[src/rtl/imem_loader_pkg.sv]
// imem_loader_pkg: shared definitions for the byte-stream program loader.
//   state_t        loader frame-parser states
//   MAGIC_DEFAULT  default start-of-frame byte
//   LEN_W, CSUM_W  frame field widths (length field, checksum field)
//   BYTE_W         width of one stream / memory byte
package imem_loader_pkg;

    typedef enum logic [2:0] {
        IDLE,
        LEN_LO,
        LEN_HI,
        DATA,
        CSUM,
        DONE,
        ERR
    } state_t;

    localparam logic [7:0] MAGIC_DEFAULT = 8'hA5;
    localparam int         LEN_W         = 16;
    localparam int         CSUM_W        = 8;
    localparam int         BYTE_W        = 8;

endpackage

[src/rtl/imem_loader_if.sv]
// imem_loader_if: byte stream in, memory byte-write port out.
//   s_valid/s_data/s_ready  valid/ready byte stream from the UART/debug bridge
//   mem_we/mem_addr/mem_wdata  byte write port into instruction memory
// Modports:
//   slave   loader side (consumes the stream, drives the write port)
//   master  environment side (drives the stream, observes the write port)
interface imem_loader_if
    import imem_loader_pkg::*;
#(
    parameter int ADDR_W = 7
);
    logic              s_valid;
    logic [BYTE_W-1:0] s_data;
    logic              s_ready;
    logic              mem_we;
    logic [ADDR_W-1:0] mem_addr;
    logic [BYTE_W-1:0] mem_wdata;

    modport slave (
        input  s_valid,
        input  s_data,
        output s_ready,
        output mem_we,
        output mem_addr,
        output mem_wdata
    );

    modport master (
        output s_valid,
        output s_data,
        input  s_ready,
        input  mem_we,
        input  mem_addr,
        input  mem_wdata
    );
endinterface

[src/rtl/imem_loader.sv]
// imem_loader: receives a framed program image (MAGIC, LEN_LO, LEN_HI,
// LEN payload bytes, CSUM) on a byte stream and writes payload byte k to
// instruction memory address k. The CPU is held in reset until a complete,
// checksum-verified image is in memory.
// Ports:
//   clk, rst        clock, synchronous active-high reset
//   bus (slave)     byte stream in, memory byte-write port out
//   cpu_hold        keeps the CPU/PC in reset while high
//   done            a valid image is loaded
//   err             frame error (bad length or bad checksum)
//   byte_count      payload bytes written in the current or last frame
module imem_loader
    import imem_loader_pkg::*;
#(
    parameter int         MEM_BYTES = 100,
    parameter int         ADDR_W    = 7,
    parameter logic [7:0] MAGIC     = MAGIC_DEFAULT
) (
    input  logic             clk,
    input  logic             rst,
    imem_loader_if.slave     bus,
    output logic             cpu_hold,
    output logic             done,
    output logic             err,
    output logic [LEN_W-1:0] byte_count
);

    localparam logic [LEN_W-1:0] MAX_LEN = LEN_W'(MEM_BYTES);

    state_t              state, state_d;
    logic                ready_q;
    logic                xfer;
    logic [LEN_W-1:0]    len;
    logic [LEN_W-1:0]    len_hdr;
    logic [CSUM_W-1:0]   acc;
    logic                start_frame, data_beat, set_done, set_err;

    logic                we_p1;
    logic [ADDR_W-1:0]   addr_p1;
    logic [BYTE_W-1:0]   wdata_p1;

    assign xfer          = bus.s_valid && ready_q;
    // Full length as it will be once the high byte in flight is latched.
    assign len_hdr       = {bus.s_data, len[7:0]};
    assign bus.s_ready   = ready_q;
    assign bus.mem_we    = we_p1;
    assign bus.mem_addr  = addr_p1;
    assign bus.mem_wdata = wdata_p1;

    always_ff @(posedge clk) begin
        if (rst) begin
            state <= IDLE;
        end else begin
            state <= state_d;
        end
    end

    always_comb begin
        state_d     = state;
        start_frame = 1'b0;
        data_beat   = 1'b0;
        set_done    = 1'b0;
        set_err     = 1'b0;
        if (xfer) begin
            unique case (state)
                IDLE, DONE, ERR: begin
                    if (bus.s_data == MAGIC) begin
                        state_d = LEN_LO;
                    end
                end
                LEN_LO: state_d = LEN_HI;
                LEN_HI: begin
                    if (len_hdr > MAX_LEN) begin
                        state_d = ERR;
                        set_err = 1'b1;
                    end else begin
                        start_frame = 1'b1;
                        state_d     = (len_hdr == '0) ? CSUM : DATA;
                    end
                end
                DATA: begin
                    data_beat = 1'b1;
                    if (byte_count + 16'd1 == len) begin
                        state_d = CSUM;
                    end
                end
                CSUM: begin
                    if (bus.s_data == acc) begin
                        state_d  = DONE;
                        set_done = 1'b1;
                    end else begin
                        state_d  = ERR;
                        set_err  = 1'b1;
                    end
                end
                default: state_d = IDLE;
            endcase
        end
    end

    // Stage p0 -> p1: accepted payload byte becomes a write one cycle later.
    always_ff @(posedge clk) begin
        if (rst) begin
            ready_q    <= 1'b0;
            we_p1      <= 1'b0;
            addr_p1    <= '0;
            wdata_p1   <= '0;
            cpu_hold   <= 1'b1;
            done       <= 1'b0;
            err        <= 1'b0;
            byte_count <= '0;
            acc        <= '0;
            len        <= '0;
        end else begin
            ready_q <= 1'b1;
            we_p1   <= data_beat;
            if (xfer && state == LEN_LO) begin
                len[7:0] <= bus.s_data;
            end
            if (xfer && state == LEN_HI) begin
                len[15:8] <= bus.s_data;
            end
            if (start_frame) begin
                byte_count <= '0;
                acc        <= '0;
                cpu_hold   <= 1'b1;
                done       <= 1'b0;
                err        <= 1'b0;
            end
            if (data_beat) begin
                addr_p1    <= byte_count[ADDR_W-1:0];
                wdata_p1   <= bus.s_data;
                byte_count <= byte_count + 16'd1;
                acc        <= acc + bus.s_data;
            end
            if (set_done) begin
                done     <= 1'b1;
                cpu_hold <= 1'b0;
                err      <= 1'b0;
            end
            if (set_err) begin
                err      <= 1'b1;
                cpu_hold <= 1'b1;
                done     <= 1'b0;
            end
        end
    end

endmodule

[src/flat_wrapper.sv]
// flat-port wrapper written by rule: the top's interface ports become plain ports
module imem_loader_flat import imem_loader_pkg::*;
#(
    parameter int         MEM_BYTES = 100,
    parameter int         ADDR_W    = 7,
    parameter logic [7:0] MAGIC     = MAGIC_DEFAULT
)
  (clk, rst, cpu_hold, done, err, byte_count, bus_s_valid, bus_s_data, bus_s_ready, bus_mem_we, bus_mem_addr, bus_mem_wdata);
  imem_loader_if #(.ADDR_W(ADDR_W)) bus_i ();
  input  logic clk;
  input  logic rst;
  output logic cpu_hold;
  output logic done;
  output logic err;
  output logic [LEN_W-1:0] byte_count;
  input wire logic [$bits(bus_i.s_valid)-1:0] bus_s_valid;
  input wire logic [$bits(bus_i.s_data)-1:0] bus_s_data;
  output wire logic [$bits(bus_i.s_ready)-1:0] bus_s_ready;
  output wire logic [$bits(bus_i.mem_we)-1:0] bus_mem_we;
  output wire logic [$bits(bus_i.mem_addr)-1:0] bus_mem_addr;
  output wire logic [$bits(bus_i.mem_wdata)-1:0] bus_mem_wdata;
  assign bus_i.s_valid = bus_s_valid;
  assign bus_i.s_data = bus_s_data;
  assign bus_s_ready = bus_i.s_ready;
  assign bus_mem_we = bus_i.mem_we;
  assign bus_mem_addr = bus_i.mem_addr;
  assign bus_mem_wdata = bus_i.mem_wdata;
  imem_loader #(.MEM_BYTES(MEM_BYTES), .ADDR_W(ADDR_W), .MAGIC(MAGIC)) u_core (.clk(clk), .rst(rst), .bus(bus_i), .cpu_hold(cpu_hold), .done(done), .err(err), .byte_count(byte_count));
endmodule
[config.mk]
export PLATFORM = sky130hd
export DESIGN_NAME = imem_loader_flat
export DESIGN_NICKNAME = d
export VERILOG_FILES = /design/src/rtl/imem_loader_pkg.sv /design/src/rtl/imem_loader_if.sv /design/src/rtl/imem_loader.sv /design/src/flat_wrapper.sv
export SDC_FILE = /design/constraint.sdc
export NUM_CORES = 1
export LEC_CHECK = 0
export BUFFER_PORTS_ARGS = -buffer_cell sky130_fd_sc_hd__clkbuf_2
export CAP_MARGIN = 20
export CORE_MARGIN = 2
export CORE_UTILIZATION = 45
export CTS_CLUSTER_DIAMETER = 30
export DETAILED_ROUTE_END_ITERATION = 8
export PLACE_DENSITY_LB_ADDON = 0.15
export SLEW_MARGIN = 5
export SYNTH_ARGS = -nofsm -noshare
export SYNTH_HDL_FRONTEND = slang
export SYNTH_SLANG_ARGS = --single-unit
[constraint.sdc]
create_clock -name clk -period 3 [get_ports clk]
set_clock_uncertainty 0.05 [all_clocks]
set_input_delay 0.6 -clock clk [delete_from_list [all_inputs] [get_ports clk]]
set_output_delay 0.6 -clock clk [all_outputs]
set_load 0.02 [all_outputs]
==> results.toml <==
[cells_and_area]
fin_nets = 494
regArea_um2 = 1261
areaGrowthSynthToFinish_pct = 14.47
layout.cells.non_filler = 578
utilization_pct = 54.00
drive_gt1_share_pct = 16.91
n_antenna_cell = 0
fillers = 713
multi_input_area_um2 = 2047

[sta]
finalSetupViolations = 0
period_share_pct = 86.03
tns_ns = 0
slew_headroom_pct = 40.53
hold_viol = 0
setup_ws_ns = 0.4191
drv_slew = 0
rsz0062_at_grt = "false"
finalCriticalPeriod_ns = 2.581
tightest_slew_ns = 0.8887
max_freq_mhz = 387.5

[global_routing]
grt-ovfl-total = 0
grt_pass1_vias = 3184
grt_max_degree = 34
grt_pass1_wl_mm = 15.81
antenna_found_initial = 0
grt_usage_pct = 23.69

[critical_path]
crit_start = "u_core.byte_count[1]"
reg2reg_depth = 7
path_max_fanout = 9
crit_cells = 7
worst_ep_arrival_time_ns = 2.73
critPathKind = "reg -> reg"
cp_data_required_time_ns = 3.15
rrSetupSlack_ns = 0.42
critPathCapture = "u_core.state[0]"
path_cells = "ha_1, and3_1, a31oi_1, a311oi_1, o211ai_1, o41ai_2, a221oi_1"
end_kind = "flip-flop"
r2r-end = "u_core.state[0]"
cp_slowest_cell = "dfxtp_1"
r2r_start = "u_core.byte_count[1]"
slowest_delay_ns = 0.51
critPathBufInv = 0
cp-start-kind = "flip-flop"
cp_top_family = "compound AO/OA/AOI/OAI gates"

[min_path]
hold_class = "reg -> reg"

[synthesis]
synthFlopType = "dfxtp_1"
synth_commonest_cells = "nand2_1, dfxtp_1, a21oi_1, nor2_1, o21ai_0"
avgSynthCellArea_um2 = 7.950
yosysTopAreaCellShare_pct = 36.47
synth_area_um2 = 3458
synth_top_area_cell = "dfxtp_1"
synth.most_common_cell = "nand2_1"
synth-seq-area-share_pct = 36.47
async_reset_ff_share_pct = 0
netlist_instances = 435
synth-edff-count = 0
synth_seq_cells = 63
synth_nets = 455
yosysWarnings = 0
ys_types = 59
synth_area_leaders = "dfxtp_1, nand2_1, a21oi_1"

[cts]
hold_buffers = 0
htreeDepth = 3
cts.sinks = 63
cts_tree = "built"
cts_max_path_buffers = 2
clk_pin_slew_worst_paths_ns = 0.08
clkLatencyLatePin_ns = 0.35
cts_root_buf = "clkbuf_8"
cts_setup_buffers = 0
cts_buffers = 9
cts_resized = 0

[routing]
drtIter0Drc = 193
route.vias.total = 3280
vias_per_cell = 5.675
first_pass_iters = 4
route.detailed.drc = 0
finalWirelength_mm = 9.280
wl_per_cell_um = 16.06
ant_nets = 0

[floorplanning]
io_pins = 47
initial_utilization_pct = 47.18
core_um2 = 7331
die_area_um2 = 8402
rows = 31
die_h_um = 91.67
fp.dieW_um = 91.67

[pwr]
peakVddDrop_v = 0.0002696
power_leakage_nw = 1.567
total_power_mw = 1.753
p_per_area_nw_per_um2 = 442.8

[placed_design]
portBuffers = 46
dp_hpwl_mm = 6.427
dp.cells = 562
dp_slack_ns = 0.4018
place.gp.congestion = 0.8828

[run]
cap_viol_max_count = 0

[outcome]
status = "finished clean"
==> worst register-to-register path: cells and delay by family, from the launching register on <==
family,cells,cell delay [ns]
flops,1,0.51
compound gates,5,1.17
fa+ha+maj,1,0.35
simple gates,1,0.37
==> power by group <==
part           switching [mW]  internal [mW]
sequential           0.000704          0.836
clock                   0.383          0.476
combinational          0.0409         0.0157
total                   0.424           1.33
==> flip-flops by register name, indices dropped and copies added (netlist names), 3 cells and up <==
signal / cells
u_core.len: 16
u_core.byte_count: 16
u_core.bus.mem_addr: 7
u_core.bus.mem_wdata: 8
u_core.acc: 8
u_core.state: 3
==> worst min path at each step <==
stage	cells after the start	to	start	slack, ns
global placement	2	u_core.bus.mem_addr[2]	u_core.bus.mem_addr[2]	0.39
CTS	2	u_core.bus.mem_addr[3]	u_core.bus.mem_addr[3]	0.41
finish	2	u_core.bus.mem_addr[3]	u_core.bus.mem_addr[3]	0.41
global route	2	u_core.bus.mem_wdata[3]	u_core.bus.mem_wdata[3]	0.43
detailed placement	2	u_core.bus.mem_wdata[6]	u_core.bus.mem_wdata[6]	0.40
floorplan	2	u_core.acc[2]	u_core.acc[2]	0.40
==> cells in the final DEF (no fill, tap or decap), types with 9 or more instances in the layout <==
| cell type | instances |
|---|---|
| nand2_1 | 71 |
| dfxtp_1 | 63 |
| a21oi_1 | 53 |
| clkbuf_2 | 46 |
| nor2_1 | 39 |
| o21ai_0 | 23 |
| nand3_1 | 14 |
| nor3_1 | 12 |
| xnor2_1 | 12 |
| xor2_1 | 11 |
| mux2i_1 | 10 |
| clkbuf_8 | 9 |
==> logic make-up after synthesis <==
family / synth area share (%)
adder cells (fa/ha/maj): 3.473
multiplexers: 2.894
flip-flops: 36.47
AND/OR/NAND/NOR: 26.59
XOR/XNOR: 5.825
AO/OA/AOI/OAI: 20.22
buffers and inverters: 4.522
==> through the flow <==
stage / hold slack, ns / area, um2
3_5_place_dp: 0.3985 / 3734
5_1_grt: 0.4260 / 3959
6_report: 0.4081 / 3959
2_1_floorplan: 0.3972 / 3458
4_1_cts: 0.4102 / 3959
3_3_place_gp: 0.3923 / 3734
==> area by class of cell <==
| cell class | instances | share of cell area, % |
|---|---|---|
| Multi-Input combinational cell | 341 | 51.71 |
| Sequential cell | 63 | 31.86 |
| Timing Repair Buffer | 52 | 6.953 |
| Clock buffer | 9 | 3.129 |
| Tap cell | 99 | 3.129 |
| Clock inverter | 7 | 2.560 |
| Inverter | 7 | 0.6637 |
==> metal layers <==
metal | GRT usage, % | part of all wire, % | vias up
met3 | 3.944 | 4.1 | 13
li1 | - | - | 1633
met4 | 9.470 | 1.5 | 0
met2 | 39.58 | 48 | 79
met1 | 30.43 | 46 | 1555
met5 | 0 | 0 | -
Note: power is estimated with default switching activity, not from simulation.
